`src/rtl/game_pkg.sv`:
```
// Shared types and default constants for the game state manager.
package game_pkg;

  typedef enum logic [2:0] {
    IDLE      = 3'd0,
    PLAY      = 3'd1,
    HIT       = 3'd2,
    GAME_OVER = 3'd3,
    WIN       = 3'd4
  } game_state_t;

  localparam int LIVES_W = 3;
  localparam int TIMER_W = 9;

  localparam int DEF_START_LIVES   = 3;
  localparam int DEF_ALIEN_POINTS  = 10;
  localparam int DEF_SCORE_W       = 16;
  localparam int DEF_INVULN_FRAMES = 60;
  localparam int DEF_GOD_FRAMES    = 300;
  localparam int DEF_TURBO_FRAMES  = 300;
  localparam int DEF_BLINK_SHIFT   = 2;

  // One sticky bit per raw collision strobe, held until the next frame boundary.
  typedef struct packed {
    logic       god;
    logic       turbo;
    logic       border;
    logic [1:0] alien;
    logic       hRocket;
    logic [2:0] rocket;
    logic       alienPulse;
  } event_latch_t;

endpackage

```
`src/rtl/frame_timer.sv`:
```
// Loadable frame down-counter; clear beats load, load beats a tick.
module frame_timer
  import game_pkg::*;
#(
  parameter int W = TIMER_W
) (
  input  logic         clk,
  input  logic         reset,
  input  logic         clear,
  input  logic         load,
  input  logic         tick,
  input  logic [W-1:0] loadValue,
  output logic         active
);

  logic [W-1:0] count_q, count_d;

  always_comb begin
    count_d = count_q;
    if (clear) begin
      count_d = '0;
    end else if (load) begin
      count_d = loadValue;
    end else if (tick && (count_q != '0)) begin
      count_d = count_q - W'(1);
    end
  end

  always_ff @(posedge clk) begin
    if (reset) begin
      count_q <= '0;
    end else begin
      count_q <= count_d;
    end
  end

  assign active = |count_q;

endmodule

```
`src/rtl/game_state_manager.sv`:
```
// Turns per-pixel collision strobes into frame-aligned game events:
// lives, score, power-up timers and the overall game state.
module game_state_manager
  import game_pkg::*;
#(
  parameter int START_LIVES   = DEF_START_LIVES,
  parameter int ALIEN_POINTS  = DEF_ALIEN_POINTS,
  parameter int SCORE_W       = DEF_SCORE_W,
  parameter int INVULN_FRAMES = DEF_INVULN_FRAMES,
  parameter int GOD_FRAMES    = DEF_GOD_FRAMES,
  parameter int TURBO_FRAMES  = DEF_TURBO_FRAMES,
  parameter int BLINK_SHIFT   = DEF_BLINK_SHIFT
) (
  input  logic               clk,
  input  logic               reset,
  input  logic               startOfFrame,
  input  logic               start_game,
  input  logic               playerHitByAlienPulse,
  input  logic [2:0]         playerHitByRocket,
  input  logic               PlayerHitBy_h_Rocket,
  input  logic [1:0]         alienHit,
  input  logic               aliensReachedBorder,
  input  logic               TurboCollision,
  input  logic               GodModeCollision,
  input  logic               aliens_cleared,
  output logic [2:0]         game_state,
  output logic [LIVES_W-1:0] lives,
  output logic [SCORE_W-1:0] score,
  output logic               player_hit_pulse,
  output logic               alien_kill_pulse,
  output logic               god_active,
  output logic               turbo_active,
  output logic               player_visible
);

  game_state_t        state_q, state_d;
  logic [LIVES_W-1:0] lives_q, lives_d;
  logic [SCORE_W-1:0] score_q, score_d;
  logic [7:0]         frameCnt_q;
  logic               hitPulse_q, hitPulse_d;
  logic               killPulse_q, killPulse_d;
  event_latch_t       raw, latch_q, latch_d;

  logic        playerHit, inGame, hitActive;
  logic [1:0]  killCount;
  logic [31:0] addVal, headroom;
  logic        timersClear, hitLoad, hitTick, frameTick;

  assign raw = event_latch_t'({GodModeCollision, TurboCollision, aliensReachedBorder,
                               alienHit, PlayerHitBy_h_Rocket, playerHitByRocket,
                               playerHitByAlienPulse});

  // Reload rather than clear on the frame strobe so same-cycle events land in the next frame.
  assign latch_d = startOfFrame ? raw : event_latch_t'(latch_q | raw);

  assign playerHit = latch_q.alienPulse | (|latch_q.rocket) | latch_q.hRocket;
  assign killCount = {1'b0, latch_q.alien[1]} + {1'b0, latch_q.alien[0]};
  assign inGame    = (state_q == PLAY) || (state_q == HIT);
  assign frameTick = startOfFrame && inGame;
  assign hitTick   = startOfFrame && (state_q == HIT);
  assign addVal    = 32'(killCount) * 32'(ALIEN_POINTS);
  assign headroom  = 32'({SCORE_W{1'b1}} - score_q);

  always_comb begin
    state_d     = state_q;
    lives_d     = lives_q;
    score_d     = score_q;
    hitPulse_d  = 1'b0;
    killPulse_d = 1'b0;
    timersClear = 1'b0;
    hitLoad     = 1'b0;

    unique case (state_q)
      IDLE, GAME_OVER, WIN: begin
        if (start_game) begin
          state_d     = PLAY;
          lives_d     = LIVES_W'(START_LIVES);
          score_d     = '0;
          timersClear = 1'b1;
        end
      end
      PLAY: begin
        if (startOfFrame) begin
          if (latch_q.border) begin
            state_d = GAME_OVER;
          end else if (playerHit && !god_active) begin
            lives_d    = lives_q - LIVES_W'(1);
            hitPulse_d = 1'b1;
            if (lives_q == LIVES_W'(1)) begin
              state_d = GAME_OVER;
            end else begin
              state_d = HIT;
              hitLoad = 1'b1;
            end
          end else if (aliens_cleared) begin
            state_d = WIN;
          end
        end
      end
      HIT: begin
        if (startOfFrame && latch_q.border) begin
          state_d = GAME_OVER;
        end else if (startOfFrame && aliens_cleared) begin
          state_d = WIN;
        end else if (!hitActive) begin
          state_d = PLAY;
        end
      end
      default: state_d = IDLE;
    endcase

    // Kills still score on the frame that ends the game.
    if (frameTick) begin
      killPulse_d = (killCount != 2'd0);
      if (addVal > headroom) begin
        score_d = '1;
      end else begin
        score_d = score_q + SCORE_W'(addVal);
      end
    end

    if (inGame && ((state_d == GAME_OVER) || (state_d == WIN))) begin
      timersClear = 1'b1;
    end
  end

  always_ff @(posedge clk) begin
    if (reset) begin
      state_q     <= IDLE;
      lives_q     <= '0;
      score_q     <= '0;
      frameCnt_q  <= '0;
      hitPulse_q  <= 1'b0;
      killPulse_q <= 1'b0;
      latch_q     <= '0;
    end else begin
      state_q     <= state_d;
      lives_q     <= lives_d;
      score_q     <= score_d;
      frameCnt_q  <= startOfFrame ? frameCnt_q + 8'd1 : frameCnt_q;
      hitPulse_q  <= hitPulse_d;
      killPulse_q <= killPulse_d;
      latch_q     <= latch_d;
    end
  end

  frame_timer #(.W(TIMER_W)) uHitTimer (
    .clk       (clk),
    .reset     (reset),
    .clear     (timersClear),
    .load      (hitLoad),
    .tick      (hitTick),
    .loadValue (TIMER_W'(INVULN_FRAMES)),
    .active    (hitActive)
  );

  frame_timer #(.W(TIMER_W)) uGodTimer (
    .clk       (clk),
    .reset     (reset),
    .clear     (timersClear),
    .load      (frameTick && latch_q.god),
    .tick      (frameTick),
    .loadValue (TIMER_W'(GOD_FRAMES)),
    .active    (god_active)
  );

  frame_timer #(.W(TIMER_W)) uTurboTimer (
    .clk       (clk),
    .reset     (reset),
    .clear     (timersClear),
    .load      (frameTick && latch_q.turbo),
    .tick      (frameTick),
    .loadValue (TIMER_W'(TURBO_FRAMES)),
    .active    (turbo_active)
  );

  assign game_state       = state_q;
  assign lives            = lives_q;
  assign score            = score_q;
  assign player_hit_pulse = hitPulse_q;
  assign alien_kill_pulse = killPulse_q;
  assign player_visible   = (state_q == HIT) ? |(frameCnt_q & (8'd1 << BLINK_SHIFT)) : 1'b1;

endmodule

```
`config.mk`:
```
export PLATFORM = sky130hd
export DESIGN_NAME = game_state_manager
export DESIGN_NICKNAME = d
export VERILOG_FILES = /design/src/rtl/game_pkg.sv /design/src/rtl/frame_timer.sv /design/src/rtl/game_state_manager.sv
export SDC_FILE = /design/constraint.sdc
export NUM_CORES = 1
export LEC_CHECK = 0
export ABC_AREA = 0
export CELL_PAD_IN_SITES_DETAIL_PLACEMENT = 0
export CELL_PAD_IN_SITES_GLOBAL_PLACEMENT = 1
export CORE_MARGIN = 10
export CORE_UTILIZATION = 38
export DETAILED_ROUTE_END_ITERATION = 12
export PLACE_DENSITY = 0.77
export SKIP_CTS_REPAIR_TIMING = 1
export SLEW_MARGIN = 20
export SYNTH_ARGS = -nofsm -noshare
export SYNTH_HDL_FRONTEND = slang
export SYNTH_HIERARCHICAL = 1
export SYNTH_SLANG_ARGS = --single-unit
export TNS_END_PERCENT = 5
```
`constraint.sdc`:
```
create_clock -name clk -period 2.9 [get_ports clk]
set_input_delay 0.29 -clock clk [delete_from_list [all_inputs] [get_ports clk]]
set_output_delay 0.29 -clock clk [all_outputs]
set_load 0.02 [all_outputs]
```
Word level (Yosys, flattened, before mapping):

Cells that the tools add are included.

* bits in registers: 69
* input bits: 15

* add/sub/neg operators: 8
* multiply operators: 1
* $lt $le $gt $ge: 1
* equality and inequality tests: 11
* multiplexer cells: 36
* bitwise gates (word level): 6
* reductions and logical operators: 38

Operator list (number)
* $mux W16: 4
* $mux W3: 12
* $mux W9: 4
* $gt A6 B32 Y1: 1
* $reduce_bool A9 Y1: 3
* $reduce_or A9 Y1: 3
* $sub A9 B1 Y9 const B: 3
* $sub A16 B16 Y17 const A: 1
* $add A16 B6 Y16: 1
* $reduce_or A3 Y1: 5
* $reduce_bool A2 Y1: 7
* $mux W6: 2
* $logic_and A1 B1 Y1: 11
* $mux W1: 11
* $mux W10: 1
* $or A10 B10 Y10: 1
* $eq A3 B2 Y1 const B: 3
* $pmux W3 S3: 1
* $add A8 B1 Y8 const B: 1
* $eq A3 B1 Y1 const B: 2
* $eq A3 B3 Y1 const B: 2
* $ne A2 B2 Y1 const B: 3
* $pmux W3 S2: 1
* $mul A2 B3 Y5 const B: 1
* other kinds (12): 17

Depth between registers and ports, before layout:

Gate-level depths: netlist (run 1).

* word-level depth: 13
* gate-level depth with buffers: 12
* mapped depth without buffers: 12

By module:

The synthesis (run 1) kept the hierarchy.

By module, submodules not included
* game_state_manager: instances 1, cells each 246, area an instance 2021.9 um2, sequential area each 740.7 um2
* frame_timer: instances 3, cells each 64, area an instance 530.5 um2, sequential area each 180.2 um2

Least setup slack after synthesis (run 1):

No wires, ideal clock.

* kind: register to register
* from: reg uGodTimer.count_q[0]
* to: reg uGodTimer.count_q[1]
* data arrival time: 2.775 ns
* required time: 2.838 ns
* slack: 0.064 ns
* cell stages (with the launch flop): 12
* buffers on the path: 0
* cells stage by stage: dfxtp_1 > inv_1 > ha_1 > nor4b_1 > nand2_1 > o21bai_2 > mux2i_1 > o21a_1 > o211ai_1 > or2_2 > or4_1 > nand3_1

* word-level cells in the longest chain between the ends: 12
* elaborated cells on any way between the ends: 16

Ends and longest elaborated chain
* start, declared: RTL line frame_timer.sv:16 `logic [W-1:0] count_q, count_d;`
* start signal, assigned: RTL line frame_timer.sv:33 `count_q <= count_d;`
* $reduce_or A9 Y1 *: RTL line frame_timer.sv:37 `assign active = |count_q;`
* named net god_active: RTL line game_state_manager.sv:31 `output logic god_active,`
* $logic_not A1 Y1 *: RTL line game_state_manager.sv:86 `end else if (playerHit && !god_active) begin`
* $logic_and A1 B1 Y1 *: RTL line game_state_manager.sv:86
* $mux W3 *: RTL line game_state_manager.sv:86
* $mux W3 *: RTL line game_state_manager.sv:84 `if (latch_q.border) begin`
* $mux W3 *: RTL line game_state_manager.sv:83 `if (startOfFrame) begin`
* $pmux W3 S3 *: RTL line game_state_manager.sv:73 `unique case (state_q)`
* $eq A3 B2 Y1 / $eq A3 B3 Y1 (equally long branches): RTL line game_state_manager.sv:122 `if (inGame && ((state_d == GAME_OVER) || (state_d == WIN))) begin`
* $logic_or A1 B1 Y1 *: RTL line game_state_manager.sv:122
* $logic_and A1 B1 Y1 *: RTL line game_state_manager.sv:122
* $mux W1 *: RTL line game_state_manager.sv:122
* named net timersClear: RTL line game_state_manager.sv:47 `logic timersClear, hitLoad, hitTick, frameTick;`
* $reduce_or A3 Y1 (no line) *

The timed path passes the listed nets; every way through them passes the cells marked *.
A chain may end at the register's enable or synchronous reset.

Final worst setup path (run 1):

* from: reg uHitTimer.count_q[0]
* to: reg uHitTimer.count_q[1]

* word-level cells in the longest chain between the ends: 10
* elaborated cells on any way between the ends: 14

Ends and longest elaborated chain
* start, declared: RTL line frame_timer.sv:16
* start signal, assigned: RTL line frame_timer.sv:33
* $reduce_or A9 Y1 *: RTL line frame_timer.sv:37
* named net hitActive: RTL line game_state_manager.sv:44 `logic playerHit, inGame, hitActive;`
* $mux W3 *: RTL line game_state_manager.sv:105 `end else if (!hitActive) begin`
* $mux W3 *: RTL line game_state_manager.sv:103 `end else if (startOfFrame && aliens_cleared) begin`
* $mux W3 *: RTL line game_state_manager.sv:101 `if (startOfFrame && latch_q.border) begin`
* $pmux W3 S3 *: RTL line game_state_manager.sv:73
* $eq A3 B2 Y1 / $eq A3 B3 Y1 (equally long branches): RTL line game_state_manager.sv:122
* $logic_or A1 B1 Y1 *: RTL line game_state_manager.sv:122
* $logic_and A1 B1 Y1 *: RTL line game_state_manager.sv:122
* $mux W1 *: RTL line game_state_manager.sv:122
* named net timersClear: RTL line game_state_manager.sv:47
* $reduce_or A3 Y1 (no line) *

Marks and branches as above.

==> impl_metrics.ini, run 1 <==
[timing]
worst_pin_slew_ps = 539
hold_ws_ps = 476
slew_viol_final = 0
finalCritPeriodShare_pct = 95.0
setup_viol = 0
finalHoldViolations = 0
fmax_ghz = 0.363
period_needed_ps = 2760
clock_skew_ps = 8.28
relSlewSlack_pct = 63.6
tns_ps = 0

[run_status]
status = finished, final reports clean

[placed_design]
gp_congestion = 0.899
dp_hpwl_mm = 6.93
io_buffers = 41

[yosys]
synthAdderAreaFrac_pct = 4.71
synth-main-ff-cell = dfxtp_1
synth-compound-area-share_pct = 22.3
ys_seq_area_share_pct = 35.5
synthTopCellsByArea = dfxtp_1 (35%), a21oi_1 (6.6%), ha_1 (4.2%), nor2_1 (4.1%), xnor2_1 (3.4%)
synthXorXnorAreaFrac_pct = 3.88
synth_mux_area_share_pct = 1.49
synth_top_area_share_pct = 35.5
synthArstFlopShare_pct = 0
synth_edf_count = 0
synthCells = 438
ys_seq_elements = 64
synth_top_area_cell = dfxtp_1
netlist-cell-type-count = 64
synth-simple-area-share_pct = 28.6
yosys_warnings = 6
syn_area_um2 = 3610
avgSynthCellArea_um2 = 8.25
synth_top_family_by_area = simple AND/OR/NAND/NOR gates

[routing]
vias = 3481
viasPerCell = 5.30
wl_per_cell_um = 14.6
drt-total-wl_mm = 9.56
drcViolationCount = 0
first_pass_iters = 5
drtAntennaViolNets = 0
drt_iter0_markers = 136

[layout]
final_common_cell = dfxtp_1
final_cell_mix = dfxtp_1 (63), a21oi_1 (48), clkdlybuf4s50_1 (41)
drive_gt1_share_pct = 15.2
final_core_util_pct = 50.1
synthToLayoutAreaGrowth_pct = 28.1
final_nets = 551
diodes = 0

[setup_path]
crit_buf_inv = 2
path_depth = 13
rr_endpoint = uHitTimer/count_q[1]$_SDFFE_PP0P_
regToRegStartpoint = uHitTimer/count_q[0]$_SDFFE_PP0P_
rr_worst_depth = 13
reg2reg_slack_ps = 140
max_stage_delay_ps = 470
crit_start = uHitTimer/count_q[0]$_SDFFE_PP0P_
cp-start-kind = flop
worst_path_max_delay_cell = or3b_2
critPathCaptureType = flop
required_ps = 3130
critical_path_class = reg -> reg
worst-path-max-fanout = 7
crit_arrival_ps = 2990
cp_cell_sequence = inv_1 -> ha_2 -> nor4b_2 -> nand2_1 -> or3b_2 -> a211oi_2 -> a2111oi_2 -> o21a_1 -> o211ai_1 -> buf_4 -> nor2_1 -> nand4_1 -> nand3_1
crit_family = simple AND/OR/NAND/NOR gates

[floorplan]
rows = 35
initial_core_util_pct = 39.1
die_x_um = 118
die_h_um = 118
ios = 42
dieArea_um2 = 13800
core_um2 = 9240

[cts]
cts_tree = yes
cts-htree-levels = 3
clk_path_buf_depth = 2
clk_latency_ps = 340
cts.clk_slew.worst_paths_ps = 70
cts_root_buf = clkbuf_8
cts_buffers = 9
clkSinkCount = 64

[grt]
grt-ovfl-total = 0
grt_pass1_vias = 3273
antenna_found_initial = 0
grt_start_max_net_pins = 20
grt_usage_pct = 13.6
grt_pass1_wl_mm = 16.0

[power_and_ir_drop]
p_int_w = 0.00152
power_w = 0.00225
p_clk_share_pct = 30.8
combPwrFrac_pct = 26.0
netSwitchingPower_w = 0.000729
switching_share_pct = 32.4
cellLeakagePower_nw = 1.70
seq_power_share_pct = 43.3
ir_worst_vdd_mv = 0.289
pwr_density_cell_nw_per_um2 = 486

[job]
maxCapViolCount = 0

[worst_hold_path]
min_from = latch_q[8]$_SDFF_PP0_
hold_depth = 2
holdPathEnd = latch_q[8]$_SDFF_PP0_
hold_path_class = reg -> reg
## cell usage after synthesis, types with 6 or more instances
cell type and count:
nor4b_1 6, a211oi_1 11, inv_1 15, nor4_1 7
nand2_1 24, nor3_1 14, or3_1 11, o21ai_0 19
a21oi_1 48, nand3_1 18, xnor2_1 14, ha_1 12
clkbuf_1 10, dfxtp_1 64, or2_2 8, a31oi_1 12
nor2_1 39
## power by group through the flow
stage	Sequential [W]	Clock, W	Combinational (W)
4_1_cts	0.000971	0.000718	0.000549
3_5_place_dp	0.000991	0	0.000545
6_report	0.000974	0.000693	0.000585
5_1_grt	0.000982	0.000756	0.000645
3_3_place_gp	0.000991	0	0.000542
2_1_floorplan	0.000990	0	0.000345
## kinds of logic (layout without fill, tap and decap cells)
group	after synthesis	count (layout)
buf+inv	31	96
simple gates	181	181
flops	64	64
mux	5	5
compound gates	126	126
other cells	2	27
xor+xnor	16	16
fa+ha+maj	13	13
## cell type report
cell class                      count  area [um2]
Fill cell                         920        4610
Multi-Input combinational cell    368        2370
Sequential cell                    64        1280
Timing Repair Buffer               64         583
Tap cell                          129         161
Clock buffer                       10         138
Inverter                           16        60.1
Clock inverter                      6        35.0
## flip-flops by register name, indices dropped and copies added (netlist names)
register             count
alien_kill_pulse         1
game_state               3
uTurboTimer/count_q      9
score                   16
lives                    3
player_hit_pulse         1
frameCnt_q               3
latch_q                 10
uGodTimer/count_q        9
uHitTimer/count_q        9
## routing by layer
| layer | track usage (%) | up-vias | routed length (um) |
|---|---|---|---|
| met1 | 18.5 | 1613 | 4770 |
| met2 | 20.1 | 79 | 4220 |
| met4 | 4.33 | 0 | 125 |
| met3 | 3.88 | 13 | 456 |
| li1 | - | 1776 | - |
| met5 | 0 | - | 0 |
## tightest hold or removal path, cell delays in order, from the launching register on
cell,delay (ps)
dfxtp_1,320
a21oi_1,60
nor2_1,60
## stage by stage
stage | std cells | setup WS [ps] | area [um2]
after floorplan | 463 | 63.5 | 3710
after global placement | 639 | -28.5 | 4380
after detailed placement | 639 | -202 | 4380
after CTS | 655 | -219 | 4550
after global routing | 657 | -19.9 | 4630
final | 657 | 144 | 4630
## worst max-delay path by stage
stage	to	slack [ps]
2_1_floorplan	uGodTimer/count_q[1]$_SDFFE_PP0P_	60
3_3_place_gp	uHitTimer/count_q[1]$_SDFFE_PP0P_	-30
3_5_place_dp	uTurboTimer/count_q[1]$_SDFFE_PP0P_	-200
4_1_cts	uTurboTimer/count_q[1]$_SDFFE_PP0P_	-220
5_1_grt	uHitTimer/count_q[5]$_SDFFE_PP0P_	-20
6_report	uHitTimer/count_q[1]$_SDFFE_PP0P_	140
(Power assumes the default switching activity.)
==> inputs of run 2 (changes only) <==
Settings changed: CTS_CLUSTER_DIAMETER from default to 150.
==> results of run 2 <==
The final DEF is identical to that of run 1; final timing and power are the same.
